==> config.mk <==
export PLATFORM = sky130hd
export DESIGN_NAME = ram16k_block_copier_flat
export DESIGN_NICKNAME = d
export VERILOG_FILES = /design/src/rtl/ram_ctrl_pkg.sv /design/src/rtl/ram16k_block_copier_if.sv /design/src/rtl/ram_addr_gen.sv /design/src/rtl/ram16k_block_copier.sv /design/src/flat_wrapper.sv
export SDC_FILE = /design/constraint.sdc
export NUM_CORES = 1
export LEC_CHECK = 0
export CAP_MARGIN = 30
export CORE_ASPECT_RATIO = 1.75
export CORE_MARGIN = 2
export CORE_UTILIZATION = 45
export DETAILED_ROUTE_END_ITERATION = 8
export DONT_BUFFER_PORTS = 1
export SLEW_MARGIN = 20
export SYNTH_ARGS = -nofsm -noshare
export SYNTH_HDL_FRONTEND = slang
export SYNTH_SLANG_ARGS = --single-unit
export TNS_END_PERCENT = 10
==> constraint.sdc <==
create_clock -name clk -period 4.1 [get_ports clk]
set_input_delay 0.615 -clock clk [delete_from_list [all_inputs] [get_ports clk]]
set_output_delay 0.615 -clock clk [all_outputs]
set_load 0.05 [all_outputs]
==> src/rtl/ram_ctrl_pkg.sv <==
`default_nettype none
// +--------------------------------------------------------------------------+
// | ram_ctrl_pkg                                                             |
// | Shared definitions for the 16K-word RAM controllers: RAM geometry and    |
// | the block-copier state encoding.                                         |
// | Ports: none (package).                                                   |
// | Revision: 1.0 - initial release                                          |
// +--------------------------------------------------------------------------+
package ram_ctrl_pkg;

  localparam int RAM16K_ADDR_W = 14;
  localparam int RAM16K_DATA_W = 16;

  // FILL only becomes reachable when RAM16K_COPIER_FILL_EN is defined.
  typedef enum logic [2:0] {
    ST_IDLE  = 3'd0,
    ST_READ  = 3'd1,
    ST_WRITE = 3'd2,
    ST_DONE  = 3'd3,
    ST_FILL  = 3'd4
  } state_t;

endpackage
`default_nettype wire

==> src/rtl/ram16k_block_copier_if.sv <==
`default_nettype none
// +--------------------------------------------------------------------------+
// | ram16k_block_copier_if                                                   |
// | Word-wide bus between the block copier and a fast_ram16k instance.       |
// | Signals: mem_address, mem_in, mem_load (initiator -> RAM),               |
// |          mem_out (RAM -> initiator, combinational read of mem_address).  |
// | Modports: master (copier side), slave (RAM side).                        |
// | Revision: 1.0 - initial release                                          |
// +--------------------------------------------------------------------------+
interface ram16k_block_copier_if #(
  parameter int ADDR_W = ram_ctrl_pkg::RAM16K_ADDR_W,
  parameter int DATA_W = ram_ctrl_pkg::RAM16K_DATA_W
);

  logic [ADDR_W-1:0] mem_address;
  logic [DATA_W-1:0] mem_in;
  logic              mem_load;
  logic [DATA_W-1:0] mem_out;

  modport master (output mem_address, output mem_in, output mem_load, input mem_out);
  modport slave  (input mem_address, input mem_in, input mem_load, output mem_out);

endinterface
`default_nettype wire

==> src/rtl/ram_addr_gen.sv <==
`default_nettype none
// +--------------------------------------------------------------------------+
// | ram_addr_gen                                                             |
// | Address sequencer for the block copier. Latches the start addresses,     |
// | copy direction and word count, and walks the source/destination          |
// | pointers one word per step (modulo 2^ADDR_W).                            |
// | Ports: clk, reset (sync, active-high); load/src/dst/len/fill_mode latch  |
// |        a new transfer; step advances one word; src_addr/dst_addr are the |
// |        current word addresses; last flags the final word.               |
// | Revision: 1.0 - initial release                                          |
// +--------------------------------------------------------------------------+
module ram_addr_gen
  import ram_ctrl_pkg::*;
#(
  parameter int ADDR_W = RAM16K_ADDR_W
) (
  input  logic              clk,
  input  logic              reset,
  input  logic              load,
  input  logic [ADDR_W-1:0] src,
  input  logic [ADDR_W-1:0] dst,
  input  logic [ADDR_W:0]   len,
  input  logic              fill_mode,
  input  logic              step,
  output logic [ADDR_W-1:0] src_addr,
  output logic [ADDR_W-1:0] dst_addr,
  output logic              last
);

  logic              descending;
  logic [ADDR_W:0]   count;
  logic [ADDR_W-1:0] len_m1;
  logic              go_down;

  // len=16384 has a zero low slice, so len_m1 wraps to 16383 as required.
  assign len_m1  = len[ADDR_W-1:0] - 1'b1;
  // Direction uses the raw start addresses, not the wrapped ranges; fills
  // always ascend.
  assign go_down = !fill_mode && (dst > src);
  assign last    = (count == (ADDR_W+1)'(1));

  always_ff @(posedge clk) begin
    if (reset) begin
      src_addr   <= '0;
      dst_addr   <= '0;
      descending <= 1'b0;
      count      <= '0;
    end else if (load) begin
      descending <= go_down;
      count      <= len;
      src_addr   <= go_down ? src + len_m1 : src;
      dst_addr   <= go_down ? dst + len_m1 : dst;
    end else if (step) begin
      count <= count - 1'b1;
      if (descending) begin
        src_addr <= src_addr - 1'b1;
        dst_addr <= dst_addr - 1'b1;
      end else begin
        src_addr <= src_addr + 1'b1;
        dst_addr <= dst_addr + 1'b1;
      end
    end
  end

endmodule
`default_nettype wire

==> src/rtl/ram16k_block_copier.sv <==
`default_nettype none
// +--------------------------------------------------------------------------+
// | ram16k_block_copier                                                      |
// | memmove-style block copy engine for a 16K x 16 RAM: one start pulse      |
// | moves len words (0..16384) from src to dst, two cycles per word.         |
// | Ports: clk, reset (sync, active-high); start/src/dst/len request;        |
// |        busy/done status; mem (master modport) drives the RAM.            |
// | Optional: RAM16K_COPIER_FILL_EN adds fill/fill_value and a FILL state    |
// |        writing fill_value to dst.. at one word per cycle.                |
// | Revision: 1.0 - initial release                                          |
// +--------------------------------------------------------------------------+
module ram16k_block_copier
  import ram_ctrl_pkg::*;
#(
  parameter int ADDR_W = RAM16K_ADDR_W,
  parameter int DATA_W = RAM16K_DATA_W
) (
  input  logic              clk,
  input  logic              reset,
  input  logic              start,
  input  logic [ADDR_W-1:0] src,
  input  logic [ADDR_W-1:0] dst,
  input  logic [ADDR_W:0]   len,
`ifdef RAM16K_COPIER_FILL_EN
  input  logic              fill,
  input  logic [DATA_W-1:0] fill_value,
`endif
  output logic              busy,
  output logic              done,
  ram16k_block_copier_if.master mem
);

  state_t            state;
  logic [DATA_W-1:0] data_reg;
  logic              accept;
  logic              fill_req;
  logic              step;
  logic              last;
  logic [ADDR_W-1:0] src_addr;
  logic [ADDR_W-1:0] dst_addr;

  assign accept = (state == ST_IDLE) && start;
  assign step   = (state == ST_WRITE) || (state == ST_FILL);

`ifdef RAM16K_COPIER_FILL_EN
  assign fill_req = fill;
`else
  assign fill_req = 1'b0;
`endif

  ram_addr_gen #(
    .ADDR_W (ADDR_W)
  ) u_addr_gen (
    .clk       (clk),
    .reset     (reset),
    .load      (accept),
    .src       (src),
    .dst       (dst),
    .len       (len),
    .fill_mode (fill_req),
    .step      (step),
    .src_addr  (src_addr),
    .dst_addr  (dst_addr),
    .last      (last)
  );

  always_ff @(posedge clk) begin
    if (reset) begin
      state    <= ST_IDLE;
      busy     <= 1'b0;
      done     <= 1'b0;
      data_reg <= '0;
    end else begin
      case (state)
        ST_IDLE: begin
          if (start) begin
            if (len == '0) begin
              state <= ST_DONE;
              done  <= 1'b1;
            end
`ifdef RAM16K_COPIER_FILL_EN
            else if (fill) begin
              // The fill word rides in the data register so mem_in needs no mux.
              state    <= ST_FILL;
              busy     <= 1'b1;
              data_reg <= fill_value;
            end
`endif
            else begin
              state <= ST_READ;
              busy  <= 1'b1;
            end
          end
        end
        ST_READ: begin
          data_reg <= mem.mem_out;
          state    <= ST_WRITE;
        end
        ST_WRITE, ST_FILL: begin
          if (last) begin
            state <= ST_DONE;
            busy  <= 1'b0;
            done  <= 1'b1;
          end else if (state == ST_WRITE) begin
            state <= ST_READ;
          end
        end
        ST_DONE: begin
          state <= ST_IDLE;
          done  <= 1'b0;
        end
        default: begin
          state <= ST_IDLE;
          busy  <= 1'b0;
          done  <= 1'b0;
        end
      endcase
    end
  end

  // RAM controls decode from registered state only; start never reaches them.
  always_comb begin
    mem.mem_address = '0;
    case (state)
      ST_READ:           mem.mem_address = src_addr;
      ST_WRITE, ST_FILL: mem.mem_address = dst_addr;
      default:           mem.mem_address = '0;
    endcase
  end

  assign mem.mem_in   = data_reg;
  // Gating with reset keeps a reset cycle from committing a write.
  assign mem.mem_load = ((state == ST_WRITE) || (state == ST_FILL)) && !reset;

endmodule
`default_nettype wire

==> src/flat_wrapper.sv <==
// flat-port wrapper written by rule: the top's interface ports become plain ports
module ram16k_block_copier_flat import ram_ctrl_pkg::*;
#(
  parameter int ADDR_W = RAM16K_ADDR_W,
  parameter int DATA_W = RAM16K_DATA_W
)
  (clk, reset, start, src, dst, len, busy, done, mem_mem_address, mem_mem_in, mem_mem_load, mem_mem_out);
  ram16k_block_copier_if #(.ADDR_W(ADDR_W), .DATA_W(DATA_W)) mem_i ();
  input  logic clk;
  input  logic reset;
  input  logic start;
  input  logic [ADDR_W-1:0] src;
  input  logic [ADDR_W-1:0] dst;
  input  logic [ADDR_W:0] len;
  output logic busy;
  output logic done;
  output wire logic [$bits(mem_i.mem_address)-1:0] mem_mem_address;
  output wire logic [$bits(mem_i.mem_in)-1:0] mem_mem_in;
  output wire logic [$bits(mem_i.mem_load)-1:0] mem_mem_load;
  input wire logic [$bits(mem_i.mem_out)-1:0] mem_mem_out;
  assign mem_mem_address = mem_i.mem_address;
  assign mem_mem_in = mem_i.mem_in;
  assign mem_mem_load = mem_i.mem_load;
  assign mem_i.mem_out = mem_mem_out;
  ram16k_block_copier #(.ADDR_W(ADDR_W), .DATA_W(DATA_W)) u_core (.clk(clk), .reset(reset), .start(start), .src(src), .dst(dst), .len(len), .busy(busy), .done(done), .mem(mem_i));
endmodule
* After elaboration in Yosys (flattened, before gate mapping)
Index checks and enable logic that the tools add are counted.
Storage, ports and cells: input port bits 62, output and inout port bits 33, logic and storage cells 65, register bits after elaboration 65
Operators by class: add/subtract/negate cells 8, bitwise logic cells 2, reduce and logical (&&, ||, !) cells 12, multiplexer cells 24, equal/unequal tests 10, magnitude comparators 1
Operators by type and width (count):
- $mux W14 | 8
- $sub A14 B1 Y14 const B | 3
- $mux W15 | 2
- $add A14 B1 Y14 const B | 2
- $add A14 B14 Y14 | 2
- $pmux W14 S2 | 1
- $eq A15 B1 Y1 const B | 1
- $logic_not A15 Y1 | 1
- $sub A15 B1 Y15 const B | 1
- $gt A14 B14 Y1 | 1
- $mux W3 | 3
- $pmux W3 S3 | 1
- $reduce_and A4 Y1 | 2
- $eq A3 B2 Y1 const B | 2
- $mux W1 | 6
- $ne A2 B2 Y1 const B | 3
- $pmux W1 S3 | 2
- $reduce_or A2 Y1 | 2
- $eq A3 B1 Y1 const B | 1
- $eq A3 B3 Y1 const B | 1
- $logic_not A3 Y1 | 1
- $ne A3 B1 Y1 const B | 1
- $logic_and A1 B1 Y1 | 2
- $mux W2 | 1
- other kinds (6) | 7

* Logic depth before layout (Yosys ltp)
Gate-level depths: netlist (run 1).
depth after elaboration 4, mapped depth 14, gate-level depth less buffers 14

* Cells and area by module
A second synthesis (run 1) with hierarchy kept.
Second synthesis, totals: cells, all modules 774, area total of the unflattened synthesis 6188.4 um^2
Modules (own cells, without submodules):
- ram_addr_gen | times used 1, area each 5022.3 um^2, cells an instance 648
- ram16k_block_copier | times used 1, area each 1166.1 um^2, cells an instance 126

* Worst setup path before layout (run 1)
Ideal clock, no wire load.
path kind input to register, from input len[3], to register u_core.u_addr_gen.dst_addr[13], library setup time 0.062 ns, required time 4.038 ns, cell stages on the path 13, arrival time 3.373 ns, setup slack 0.665 ns, path through or4_1 > clkbuf_1 > nor2_1 > xor2_1 > ha_1 > o21ai_0 > nor3_1 > a211oi_1 > o31ai_1 > xnor2_1 > nand2_1 > or4_1 > nand3_1
Between the ends: longest elaborated chain between the ends 4
RTL lines:
- start, declared | line flat_wrapper.sv:14 | input logic [ADDR_W:0] len;
- $sub A14 B1 Y14 | line ram_addr_gen.sv:36 | assign len_m1 = len[ADDR_W-1:0] - 1'b1;
- $add A14 B14 Y14 | line ram_addr_gen.sv:52 | dst_addr <= go_down ? dst + len_m1 : dst;
- $mux W14 | line ram_addr_gen.sv:52
- $mux W14 | line ram_addr_gen.sv:48 | end else if (load) begin
- end signal, assigned | line ram_addr_gen.sv:52
- end signal, assigned | line ram_addr_gen.sv:57 | dst_addr <= dst_addr - 1'b1;
- end signal, assigned | line ram_addr_gen.sv:60 | dst_addr <= dst_addr + 1'b1;
- end, declared | line ram_addr_gen.sv:26 | output logic [ADDR_W-1:0] dst_addr,
Every way passes these cells. A chain may end at the register's enable or synchronous reset.

* Worst setup path after layout (run 1)
Ends and elaborated chain as after synthesis.

==> results of run 1 <==
[cells in the mapped netlist (all sizes together), types with 5 or more instances]
| master | instances |
|---|---|
| xnor2 | 39 |
| or3 | 11 |
| nor2 | 84 |
| nand3 | 12 |
| a22oi | 14 |
| mux2i | 31 |
| ha | 79 |
| o21ai | 35 |
| o21a | 7 |
| o211ai | 5 |
| a21o | 18 |
| dfxtp | 64 |
| nor2b | 37 |
| nand2 | 50 |
| a221oi | 5 |
| o31ai | 6 |
| clkbuf | 32 |
| xor2 | 23 |
| a311oi | 8 |
| a211oi | 52 |
| a31oi | 6 |
| inv | 36 |
| nor3 | 22 |
| nor4 | 7 |
| o21bai | 9 |
| or4 | 5 |
| a21oi | 65 |
[worst max path at each step]
stage                start                             end
floorplan           len[3]  u_core.u_addr_gen.dst_addr[13]
global placement    len[3]  u_core.u_addr_gen.dst_addr[13]
detailed placement  len[3]  u_core.u_addr_gen.dst_addr[13]
CTS                 len[3]  u_core.u_addr_gen.dst_addr[13]
global route        len[3]  u_core.u_addr_gen.dst_addr[13]
finish              len[3]  u_core.u_addr_gen.dst_addr[13]
[per-layer routing]
layer	routed length (um)	global-route usage	up-vias
li1	-	-	2888
met1	6670	0.256	2707
met2	9000	0.421	142
met3	838	0.0412	44
met4	967	0.140	0
met5	0	0	-
[report_power, final]
part           switching (W)  internal, W
combinational       0.000625     0.000449
sequential          0.000170     0.000726
clock               0.000284     0.000405
total                0.00108      0.00158
[layout make-up]
class | count | area [um^2] | share of cell area
inverter | 36 | 135 | 0.0200
multi-input combinational | 657 | 4670 | 0.692
sequential | 64 | 1280 | 0.190
clock inverter | 5 | 35.0 | 0.00519
timing repair buffer | 24 | 180 | 0.0267
clock buffer | 10 | 229 | 0.0339
tap | 174 | 218 | 0.0322
[metrics by stage]
step | total power (W) | utilization | setup slack [ns] | hold WS (ns) | cell area, um^2
2_1_floorplan | 0.00173 | - | 0.665 | 0.480 | 6200
6_report | 0.00266 | 0.502 | 0.501 | 0.349 | 6750
4_1_cts | 0.00268 | 0.502 | 0.555 | 0.338 | 6750
3_5_place_dp | 0.00197 | 0.482 | 0.212 | 0.501 | 6490
3_3_place_gp | 0.00194 | 0.482 | 0.278 | 0.496 | 6490
5_1_grt | 0.00284 | 0.502 | 0.341 | 0.342 | 6750
[sequential cells by signal, summed over array words and instances, names as in the netlist]
name                          count
u_core.busy                       1
u_core.done                       1
u_core.mem.mem_in                16
u_core.state                      2
u_core.u_addr_gen.count          15
u_core.u_addr_gen.descending      1
u_core.u_addr_gen.dst_addr       14
u_core.u_addr_gen.src_addr       14
[worst max-delay path: stages]
cell      delay (ns)
or4_1           0.70
nor4_1          0.28
xor2_1          0.34
ha_1            0.33
nand2_1         0.08
nor3_1          0.06
a211oi_1        0.51
o31ai_1         0.19
xnor2_1         0.18
nand2_1         0.09
or4_1           0.41
nand3_1         0.09
[cells by family after synthesis]
group	after synthesis	synth area share
multiplexers	31	0.0501
flip-flops	64	0.207
AO/OA/AOI/OAI	236	0.248
buffers and inverters	70	0.0424
adder cells (fa/ha/maj)	83	0.172
XOR/XNOR	62	0.0876
AND/OR/NAND/NOR	245	0.193
==> results by group, run 1 <==
Outcome
  • Status: finished clean

Yosys
  • Async set-or-reset flop fraction in the synthesized netlist: 0
  • Number of synthesized register bits: 64
  • Area of the mapped netlist: 6200 um^2
  • YS warnings: 0
  • Syn Inst Count: approximately 800
  • Commonest register cell after synthesis: dfxtp_1
  • Dominant cells by area after synthesis: dfxtp_1 21%, ha_1 16%, a211oi_1 6.3%, xnor2_1 5.5%, a21oi_1 5.2%
  • Distinct cells, synth: 45
  • EDFF count, synth: 0
  • Synth Net Count: 936
  • Post-synthesis sequential area ratio: 0.207
  • Area leader, netlist: dfxtp_1
  • Synth top area share: 0.207
  • Mapped Avg Cell Area: about 8 um^2

Floorplanning
  • # IOs: 95
  • Initial Utilization: 0.461
  • Die ar.: approximately 15000 um^2
  • Core Area: between 10000 and 15000 um^2
  • Rows: 56
  • Die Height: 159 um
  • Die X: 92.7 um

Final layout
  • Area grow syn2layout: 8.90%
  • Commonest non-fill, non-tap cell in the layout: nor2_1
  • Filler cell count: roughly 1400
  • Layout cell share with drive strength beyond 1: 0.0603
  • Most frequent cells in the layout: 83 x nor2_1, 78 x ha_1, 64 x a21oi_1, 64 x dfxtp_1, 52 x a211oi_1
  • Final Non-Filler Cells: 970
  • Final-stage net count: about 940
  • ANT cells: 0

Timing
  • Final min period: 3.60 ns
  • Fin crit share: 0.878
  • Fin. Hold Viols: 0
  • Slew Viols, Final: 0
  • RSZ-0062 raised after global routing: no
  • Rel. slew slack: 0.394
  • Final setup viols: 0
  • Worst-margin pin slew: approximately 0.91 ns
  • Setup TNS: 0 ns
  • Max Clk Rate: around 0.28 GHz
  • Final Skew: 0.00659 ns

Critical path
  • Kind of critical path: input pin to flip-flop
  • Worst-path maximum fanout: 6
  • Reg2reg setup slack: about 1.1 ns
  • Arr. time, crit path: a little under 4 ns
  • R2r endpoint: u_core.u_addr_gen.dst_addr[10]
  • Startpoint types: input pin
  • Reg2Reg Launch Point: u_core.u_addr_gen.descending
  • Cells on worst reg2reg path: 11
  • Critical Path RT: roughly 4.4 ns
  • Nature of the critical path endpoint: flip-flop

Detailed routing
  • Vias post-DR: 5781
  • Number of vias per cell: 5.96
  • Final wirelength: roughly 17000 um
  • DR DRC count: 0
  • DR WL/cell: ~18 um
  • Initial DRC count: a little under 300
  • Drt first pass iters: 5
  • DRT antenna net count: 0

Clock tree
  • CTS resizes: 0
  • TritonCTS clock tree: done
  • Clk sinks: between 60 and 70
  • Clk root buf: clkbuf_16
  • H-tree lvl count: 3
  • Clock Tree Buf Depth: 2
  • Worst-path clk slew: around 0.06 ns
  • # Post-CTS Setup Buffers: 0
  • Worst skew pair latency: approximately 0.33 ns
  • Post-CTS Hold Buffers: 0
  • TritonCTS buffer count: 9

Placement
  • GPL Wtd Cong: slightly above 0.9
  • Buffers added on ports: 0
  • Detail Placement HPWL: between 10000 and 15000 um
  • Placed insts: between 900 and 1000

Worst hold path
  • Hold Path Sink: u_core.u_addr_gen.count[1]
  • Hold path startpoint: reset
  • HP Class: input pin to flip-flop
  • Hold path depth: 1

Global route
  • First-pass GRT wire length: between 20000 and 30000 um
  • Initial antenna violation count: 0
  • GRT Total Usage: 0.236
  • Largest net degree at the start of global routing: slightly below 70
  • Grt ovf: 0
  • Number of global-route vias before repair: a little under 6000

Power and ir drop
  • Static Leakage: approximately 2.9 nW
  • Power density over the cells: ~400 nW/um^2
  • Peak VDD IR: around 0.21 mV

Job
  • Max cap viols: 0
Note: power is estimated with default switching activity, not from simulation.
==> run 2, diff against run 1 <==
Settings changed: SYNTH_HIERARCHICAL from default to 1.
==> run 2 against run 1 <==
Against the previous run: sequential power decreased by 9.6%; largest cell class unchanged; clock-buffer cell count decreased by 1; largest power group is now clock; via count decreased by 4.6%; global-route usage increased by 0.073 points; total power decreased by 8.7%; synthesized cell count decreased by 2.1%; critical path type unchanged; non-clock buffer count unchanged; sequential share of layout area decreased by 0.091 points.
==> results by group, run 2 <==
Timing
  • Final setup margin: 0.644 ns (+0.142 ns)
  • Setup TNS: 0 ns (unchanged)
  • RSZ-0062 raised after global routing: no
  • Final min period: 3.46 ns (-0.142 ns)
  • Slew Viols, Final: 0 (unchanged)
  • Fin. Hold Viols: 0 (unchanged)
  • Max Clk Rate: 0.289 GHz (+4.1%)
  • Fin crit share: 0.843 (-0.0347)
  • Worst-margin pin slew: 0.943 ns (+0.0366 ns)
  • Final Skew: 0.0107 ns (+0.00415 ns)
  • Rel. slew slack: 0.370 (-0.0235)
  • Final setup viols: 0 (unchanged)

Floorplanning
  • Die X: 92.6 um (about the same)
  • # IOs: 95 (unchanged)
  • Initial Utilization: 0.460 (-0.000837)
  • Core Area: 13500 um^2 (unchanged)
  • Rows: 56 (unchanged)
  • Die ar.: 14700 um^2 (-0.17%)
  • Die Height: 159 um (about the same)

Worst hold path
  • Hold Path Sink: u_core/mem.mem_in[8]
  • Hold path startpoint: reset
  • HP Class: input pin to flip-flop
  • Hold path depth: 1 (unchanged)

Detailed routing
  • Number of vias per cell: 5.78 (-3.0%)
  • Initial DRC count: 271 (-7.8%)
  • DR DRC count: 0 (unchanged)
  • Vias post-DR: 5515 (-4.6%)
  • DRT antenna net count: 0 (unchanged)
  • DR WL/cell: 18.4 um (+2.1%)
  • Final wirelength: 17500 um (+0.42%)
  • Drt first pass iters: 5 (unchanged)

Critical path
  • Startpoint types: input pin
  • Reg2Reg Launch Point: u_core/u_addr_gen/descending
  • Reg2reg setup slack: 1.09 ns (-0.05 ns)
  • Worst-path maximum fanout: 4 (-2)
  • Cells on worst reg2reg path: 11 (unchanged)
  • Critical Path RT: 4.32 ns (-0.06 ns)
  • Kind of critical path: input pin to flip-flop
  • Arr. time, crit path: 3.67 ns (-0.20 ns)
  • Nature of the critical path endpoint: flip-flop
  • R2r endpoint: u_core/u_addr_gen/dst_addr[12]

Global route
  • Grt met1 use: 0.240 (-0.0160)
  • Grt ovf: 0 (unchanged)
  • Number of global-route vias before repair: 5485 (-6.5%)
  • Busiest layer in global routing: met2
  • Met3 usage: 0.0393 (-0.00189)
  • Met2 usage: 0.446 (+0.0252)
  • GRT Total Usage: 0.237 (+0.000729)
  • Initial antenna violation count: 0 (unchanged)
  • First-pass GRT wire length: 27500 um (-2.4%)
  • Largest net degree at the start of global routing: 67 (-2.9%)

Power and ir drop
  • Combinational power share: 0.318 (-0.086)
  • Sequential power share: 0.334 (-0.003)
  • Sw power: 0.000866 W (-20%)
  • Pint: 0.00156 W (-1.1%)
  • Power Total: 0.00243 W (-8.7%)
  • Static Leakage: 2.92 nW (+2.1%)
  • Clock network power share: 0.348 (+0.089)
  • Peak VDD IR: 0.234 mV (+9.2%)
  • Power density over the cells: 358 nW/um^2 (-9.1%)
  • Sw frac: 0.357 (-0.0494)

Final layout
  • Commonest non-fill, non-tap cell in the layout: nor2_1
  • Most frequent cells in the layout: 94 x nor2_1, 74 x ha_1, 73 x a21oi_1, 64 x dfxtp_1, 41 x nand2_1
  • Register area: 1280 um^2 (unchanged)
  • Layout cell share with drive strength beyond 1: 0.0821 (+0.0217)
  • Multi-input gate area: 4640 um^2 (-0.75%)
  • ANT cells: 0 (unchanged)
  • Final-stage net count: 917 (-2.1%)
  • Finished Cell Area: 6780 um^2 (+0.48%)
  • Number of flip-flops in the largest register: 16 (unchanged)
  • Area grow syn2layout: 9.62%
  • Filler cell count: 1367 (+0.74%)
  • Core Util, Final: 0.504 (+0.00242)

Yosys
  • Area of the mapped netlist: 6190 um^2 (-0.18%)
  • EDFF count, synth: 0 (unchanged)
  • Most common library cells after synthesis: 94 x nor2_1, 76 x ha_1, 73 x a21oi_1
  • Async set-or-reset flop fraction in the synthesized netlist: 0 (unchanged)
  • Distinct cells, synth: 65 (+44%)
  • Synth Net Count: 916 (-2.1%)
  • Commonest register cell after synthesis: dfxtp_1
  • Top-count cell post-synth: nor2_1
  • Area leader, netlist: dfxtp_1
  • Dominant cells by area after synthesis: dfxtp_1 21%, ha_1 15%, a21oi_1 5.9%, nor2_1 5.7%, xnor2_1 4.7%
  • YS warnings: 6 (+6)
  • Number of synthesized register bits: 64 (unchanged)
  • Synth top area share: 0.207 (+0.000376)
  • Mapped Avg Cell Area: 8.00 um^2 (+2.0%)
  • Post-synthesis sequential area ratio: 0.207 (+0.000376)
  • Syn Inst Count: 774 (-2.1%)

Clock tree
  • TritonCTS clock tree: done
  • H-tree lvl count: 3 (unchanged)
  • Clk sinks: 64 (unchanged)
  • TritonCTS buffer count: 9 (unchanged)
  • Clock Tree Buf Depth: 2 (unchanged)
  • # Post-CTS Setup Buffers: 0 (unchanged)
  • Post-CTS Hold Buffers: 0 (unchanged)
  • CTS resizes: 0 (unchanged)
  • Worst skew pair latency: 0.33 ns (about the same)
  • Worst-path clk slew: 0.06 ns (about the same)
  • Clk root buf: clkbuf_16

Placement
  • Detail Placement HPWL: 13800 um (-0.61%)
  • DP Area: 6460 um^2 (-0.48%)
  • Buffers added on ports: 0 (unchanged)
  • Dpl ws: 0.348 ns (+0.136 ns)
  • GPL Wtd Cong: 0.846 (-6.7%)

Outcome
  • Status: finished clean

Job
  • Max cap viols: 0 (unchanged)
## run 2: cell count changes after synthesis, sizes merged, moves of 7 or more
cell / before / now
buf: 2 / 10
a21oi: 65 / 73
a211oi: 52 / 39
clkbuf: 32 / 24
xor2: 23 / 30
o21bai: 9 / 1
nand2: 50 / 41
nor2: 84 / 94
## run 2: worst max-delay path by stage
stage | from | end | slack [ns] | cells past startpoint
finish | len[5] | u_core/u_addr_gen/src_addr[13] | 0.64 | 12
global route | len[5] | u_core/u_addr_gen/dst_addr[13] | 0.47 | 14
CTS | len[5] | u_core/u_addr_gen/src_addr[13] | 0.67 | 12
detailed placement | len[5] | u_core/u_addr_gen/src_addr[13] | 0.35 | 12
global placement | len[5] | u_core/u_addr_gen/dst_addr[13] | 0.40 | 14
floorplan | len[5] | u_core/u_addr_gen/dst_addr[13] | 0.61 | 14
## run 2: power groups by stage
stage | registers (W) | clock network, W | logic, W
2_1_floorplan | 0.000804 | 0 | 0.000621
4_1_cts | 0.000812 | 0.000864 | 0.000771
3_3_place_gp | 0.000822 | 0 | 0.000750
3_5_place_dp | 0.000824 | 0 | 0.000766
6_report | 0.000810 | 0.000846 | 0.000772
5_1_grt | 0.000818 | 0.000898 | 0.000862
## run 2: cell families (layout without fill, tap and decap cells)
| family | after synthesis | after routing | synth area share |
|---|---|---|---|
| muxes | 31 | 31 | 0.0507 |
| buffers and inverters | 71 | 77 | 0.0443 |
| xor gates and xnor gates | 63 | 63 | 0.0892 |
| adders and majority gates | 80 | 80 | 0.167 |
| DFF | 64 | 64 | 0.207 |
| other | 1 | 1 | 0.000606 |
| and+or+nand+nor | 240 | 240 | 0.200 |
| AOI/OAI and AO/OA | 224 | 224 | 0.242 |
## run 2: through the flow
stage	std cells	hold slack [ns]
final	954	0.346
after global routing	954	0.335
after CTS	954	0.340
after detailed placement	938	0.531
after global placement	938	0.521
after floorplan	774	0.546
## run 2: layout make-up
type / instances / share of cell area
multi-input combinational: 639 / 0.684
sequential: 64 / 0.189
clock buffer: 9 / 0.0332
tap: 174 / 0.0321
timing repair buffer: 24 / 0.0266
inverter: 37 / 0.0205
clock inverter: 7 / 0.0151
## run 2: worst max-delay path, stage by stage
cell and delay [ns]:
or4_4 0.54, nor3_2 0.17, nor4b_4 0.35, nand2_1 0.11, xnor2_1 0.41, ha_1 0.35, or2_2 0.29, a21oi_1 0.15
a31oi_1 0.08, mux2_2 0.30, xnor2_1 0.12, a22o_1 0.20
## run 2: metal layers
layer	up-vias	wire length [um]	share of wire
met3	34	727	0.041
met1	2549	6380	0.36
met5	-	0	0
met4	0	954	0.054
li1	2801	-	-
met2	131	9490	0.54
==> run 3, diff against run 2 <==
Clock period 4.1 ns to 3.5 ns, I/O delays scaled along.
==> run 3 against run 2 <==
Against the previous run: final area increased by 1.8%; global-route usage increased by 1.2 points; routed wire length up 3.4%; sequential share of layout area fell by 0.34 points; via count rose by 2.9%; sequential cell count unchanged; core utilization increased by 0.93 points; critical path type unchanged.
==> results by group, run 3 (synthesized netlist as in run 2, its figures left out) <==
Outcome
  • Status: finished clean

Power and ir drop
  • Pint: 0.00185 W (+18%)
  • Combinational power share: 0.325 (+0.007)
  • Clock network power share: 0.346 (-0.002)
  • Sw frac: 0.358 (+0.00151)
  • Power density over the cells: 417 nW/um^2 (+17%)
  • Static Leakage: 2.99 nW (+2.2%)
  • Sw power: 0.00103 W (+19%)
  • Peak VDD IR: 0.305 mV (+30%)
  • Sequential power share: 0.329 (-0.005)
  • Power Total: 0.00288 W (+19%)

Floorplanning
  • # IOs: 95 (unchanged)
  • Die ar.: 14700 um^2 (unchanged)
  • Die Height: 159 um (unchanged)
  • Core Area: 13500 um^2 (unchanged)
  • Die X: 92.6 um (unchanged)
  • Rows: 56 (unchanged)
  • Initial Utilization: 0.460 (unchanged)

Placement
  • GPL Wtd Cong: 0.878 (+3.7%)
  • Detail Placement HPWL: 14100 um (+1.9%)
  • Buffers added on ports: 0 (unchanged)
  • Dpl ws: -0.116 ns (-0.464 ns)
  • Placed insts: 948 (+1.1%)

Final layout
  • ANT cells: 0 (unchanged)
  • Multi-input gate area: 4640 um^2 (unchanged)
  • Register area: 1280 um^2 (unchanged)
  • Number of flip-flops in the largest register: 16 (unchanged)
  • Final Non-Filler Cells: 965 (+1.2%)
  • Most frequent cells in the layout: 94 x nor2_1, 74 x ha_1, 73 x a21oi_1, 64 x dfxtp_1, 41 x nand2_1
  • Filler cell count: 1349 (-1.3%)
  • Core Util, Final: 0.514 (+0.00930)
  • Layout cell share with drive strength beyond 1: 0.0948 (+0.0128)
  • Area grow syn2layout: 11.6%
  • Commonest non-fill, non-tap cell in the layout: nor2_1
  • Final-stage net count: 928 (+1.2%)

Detailed routing
  • DRT antenna net count: 0 (unchanged)
  • DR DRC count: 0 (unchanged)
  • Initial DRC count: 200 (-26%)
  • Vias post-DR: 5675 (+2.9%)
  • DR WL/cell: 18.8 um (+2.2%)
  • Number of vias per cell: 5.88 (+1.7%)
  • Final wirelength: 18100 um (+3.4%)
  • Drt first pass iters: 6 (+1)

Timing
  • Slew Viols, Final: 0 (unchanged)
  • Final min period: ~3.3 ns
  • Fin crit share: 0.934
  • Final Skew: 0.0128 ns (+0.00204 ns)
  • RSZ-0062 raised after global routing: no
  • Worst-margin pin slew: 0.914 ns (-0.0290 ns)
  • Max Clk Rate: slightly above 0.3 GHz
  • Final setup viols: 0 (unchanged)
  • Fin. Hold Viols: 0 (unchanged)
  • Hold Slack: 0.259 ns (-0.0868 ns)
  • Rel. slew slack: 0.391 (+0.0206)
  • Final setup margin: 0.233 ns (-0.411 ns)

Global route
  • Number of global-route vias before repair: 5839 (+6.5%)
  • GRT Total Usage: 0.249 (+0.0118)
  • Largest net degree at the start of global routing: 67 (unchanged)
  • First-pass GRT wire length: 29200 um (+6.2%)
  • Grt ovf: 0 (unchanged)
  • Initial antenna violation count: 0 (unchanged)

Clock tree
  • # Post-CTS Setup Buffers: 0 (unchanged)
  • Clk root buf: clkbuf_16
  • Worst-path clk slew: 0.06 ns (about the same)
  • Clock Tree Buf Depth: 2 (unchanged)
  • H-tree lvl count: 3 (unchanged)
  • TritonCTS buffer count: 9 (unchanged)
  • Clk sinks: 64 (unchanged)
  • Worst skew pair latency: 0.34 ns (about the same)
  • Post-CTS Hold Buffers: 0 (unchanged)
  • TritonCTS clock tree: done
  • CTS resizes: 0 (unchanged)

Critical path
  • Worst-path maximum fanout: 4 (unchanged)
  • CP most frequent cell: xnor2_1
  • Kind of critical path: input pin to flip-flop
  • Critical Path RT: 3.72 ns (-0.60 ns)
  • Nature of the critical path endpoint: flip-flop
  • Startpoint types: input pin
  • CP cell instances: or4_4 > nor3_2 > buf_4 > nor4b_4 > nand2_1 > xnor2_1 > ha_1 > or2_2 > a21oi_1 > a31oi_1 > mux2_2 > xnor2_1 > a22o_1
  • Crit-path max cell delay: 0.55 ns (about the same)
  • Arr. time, crit path: 3.49 ns (-0.18 ns)
  • Crit-path slowest cell: or4_4

Job
  • Max cap viols: 0 (unchanged)

Worst hold path
  • HP Class: input pin to flip-flop
[run 3: worst max-delay path, delay by kind of cell]
kind	cells	cell delay [ns]
AOI/OAI and AO/OA	3	0.42
adders and majority gates	1	0.32
xor gates and xnor gates	2	0.47
buffers and inverters	1	0.13
muxes	1	0.29
and+or+nand+nor	5	1.33
[run 3: layer usage]
metal | global-route usage | share of wire | up-vias | wire length (um)
met2 | 0.464 | 0.54 | 135 | 9840
met4 | 0.154 | 0.061 | 0 | 1100
met3 | 0.0341 | 0.036 | 47 | 652
met1 | 0.254 | 0.36 | 2655 | 6550
li1 | - | - | 2838 | -
met5 | 0 | 0 | - | 0
[run 3: cell type report]
| cell class | instances | share of cell area |
|---|---|---|
| Clock buffer | 9 | 0.0326 |
| Clock inverter | 7 | 0.0145 |
| Inverter | 37 | 0.0201 |
| Multi-Input combinational cell | 639 | 0.671 |
| Sequential cell | 64 | 0.185 |
| Tap cell | 174 | 0.0315 |
| Timing Repair Buffer | 35 | 0.0445 |
[run 3: final timing paths]
kind	from	to	slack, ns	cells after the start
setup reg to reg	u_core/u_addr_gen/dst_addr[0]	u_core/u_addr_gen/dst_addr[12]	0.52	11
setup / recovery	len[5]	u_core/u_addr_gen/src_addr[13]	0.23	13
hold reg to reg	u_core/u_addr_gen/src_addr[8]	u_core/u_addr_gen/src_addr[8]	0.58	2
hold / removal	reset	u_core/mem.mem_in[2]	0.26	1
[run 3: power by group through the flow]
| stage | combinational [W] | sequential (W) | clock [W] |
|---|---|---|---|
| floorplan | 0.000727 | 0.000942 | 0 |
| global placement | 0.000891 | 0.000961 | 0 |
| detailed placement | 0.000917 | 0.000963 | 0 |
| CTS | 0.000924 | 0.000948 | 0.00102 |
| global route | 0.00105 | 0.000958 | 0.00104 |
| finish | 0.000936 | 0.000948 | 0.000998 |
[run 3: per-stage QoR]
| step | cell area, um^2 | setup TNS [ns] |
|---|---|---|
| after floorplan | 6190 | 0 |
| after global placement | 6560 | -0.0673 |
| after detailed placement | 6560 | -0.180 |
| after CTS | 6880 | 0 |
| after global routing | 6910 | 0 |
| final | 6910 | 0 |
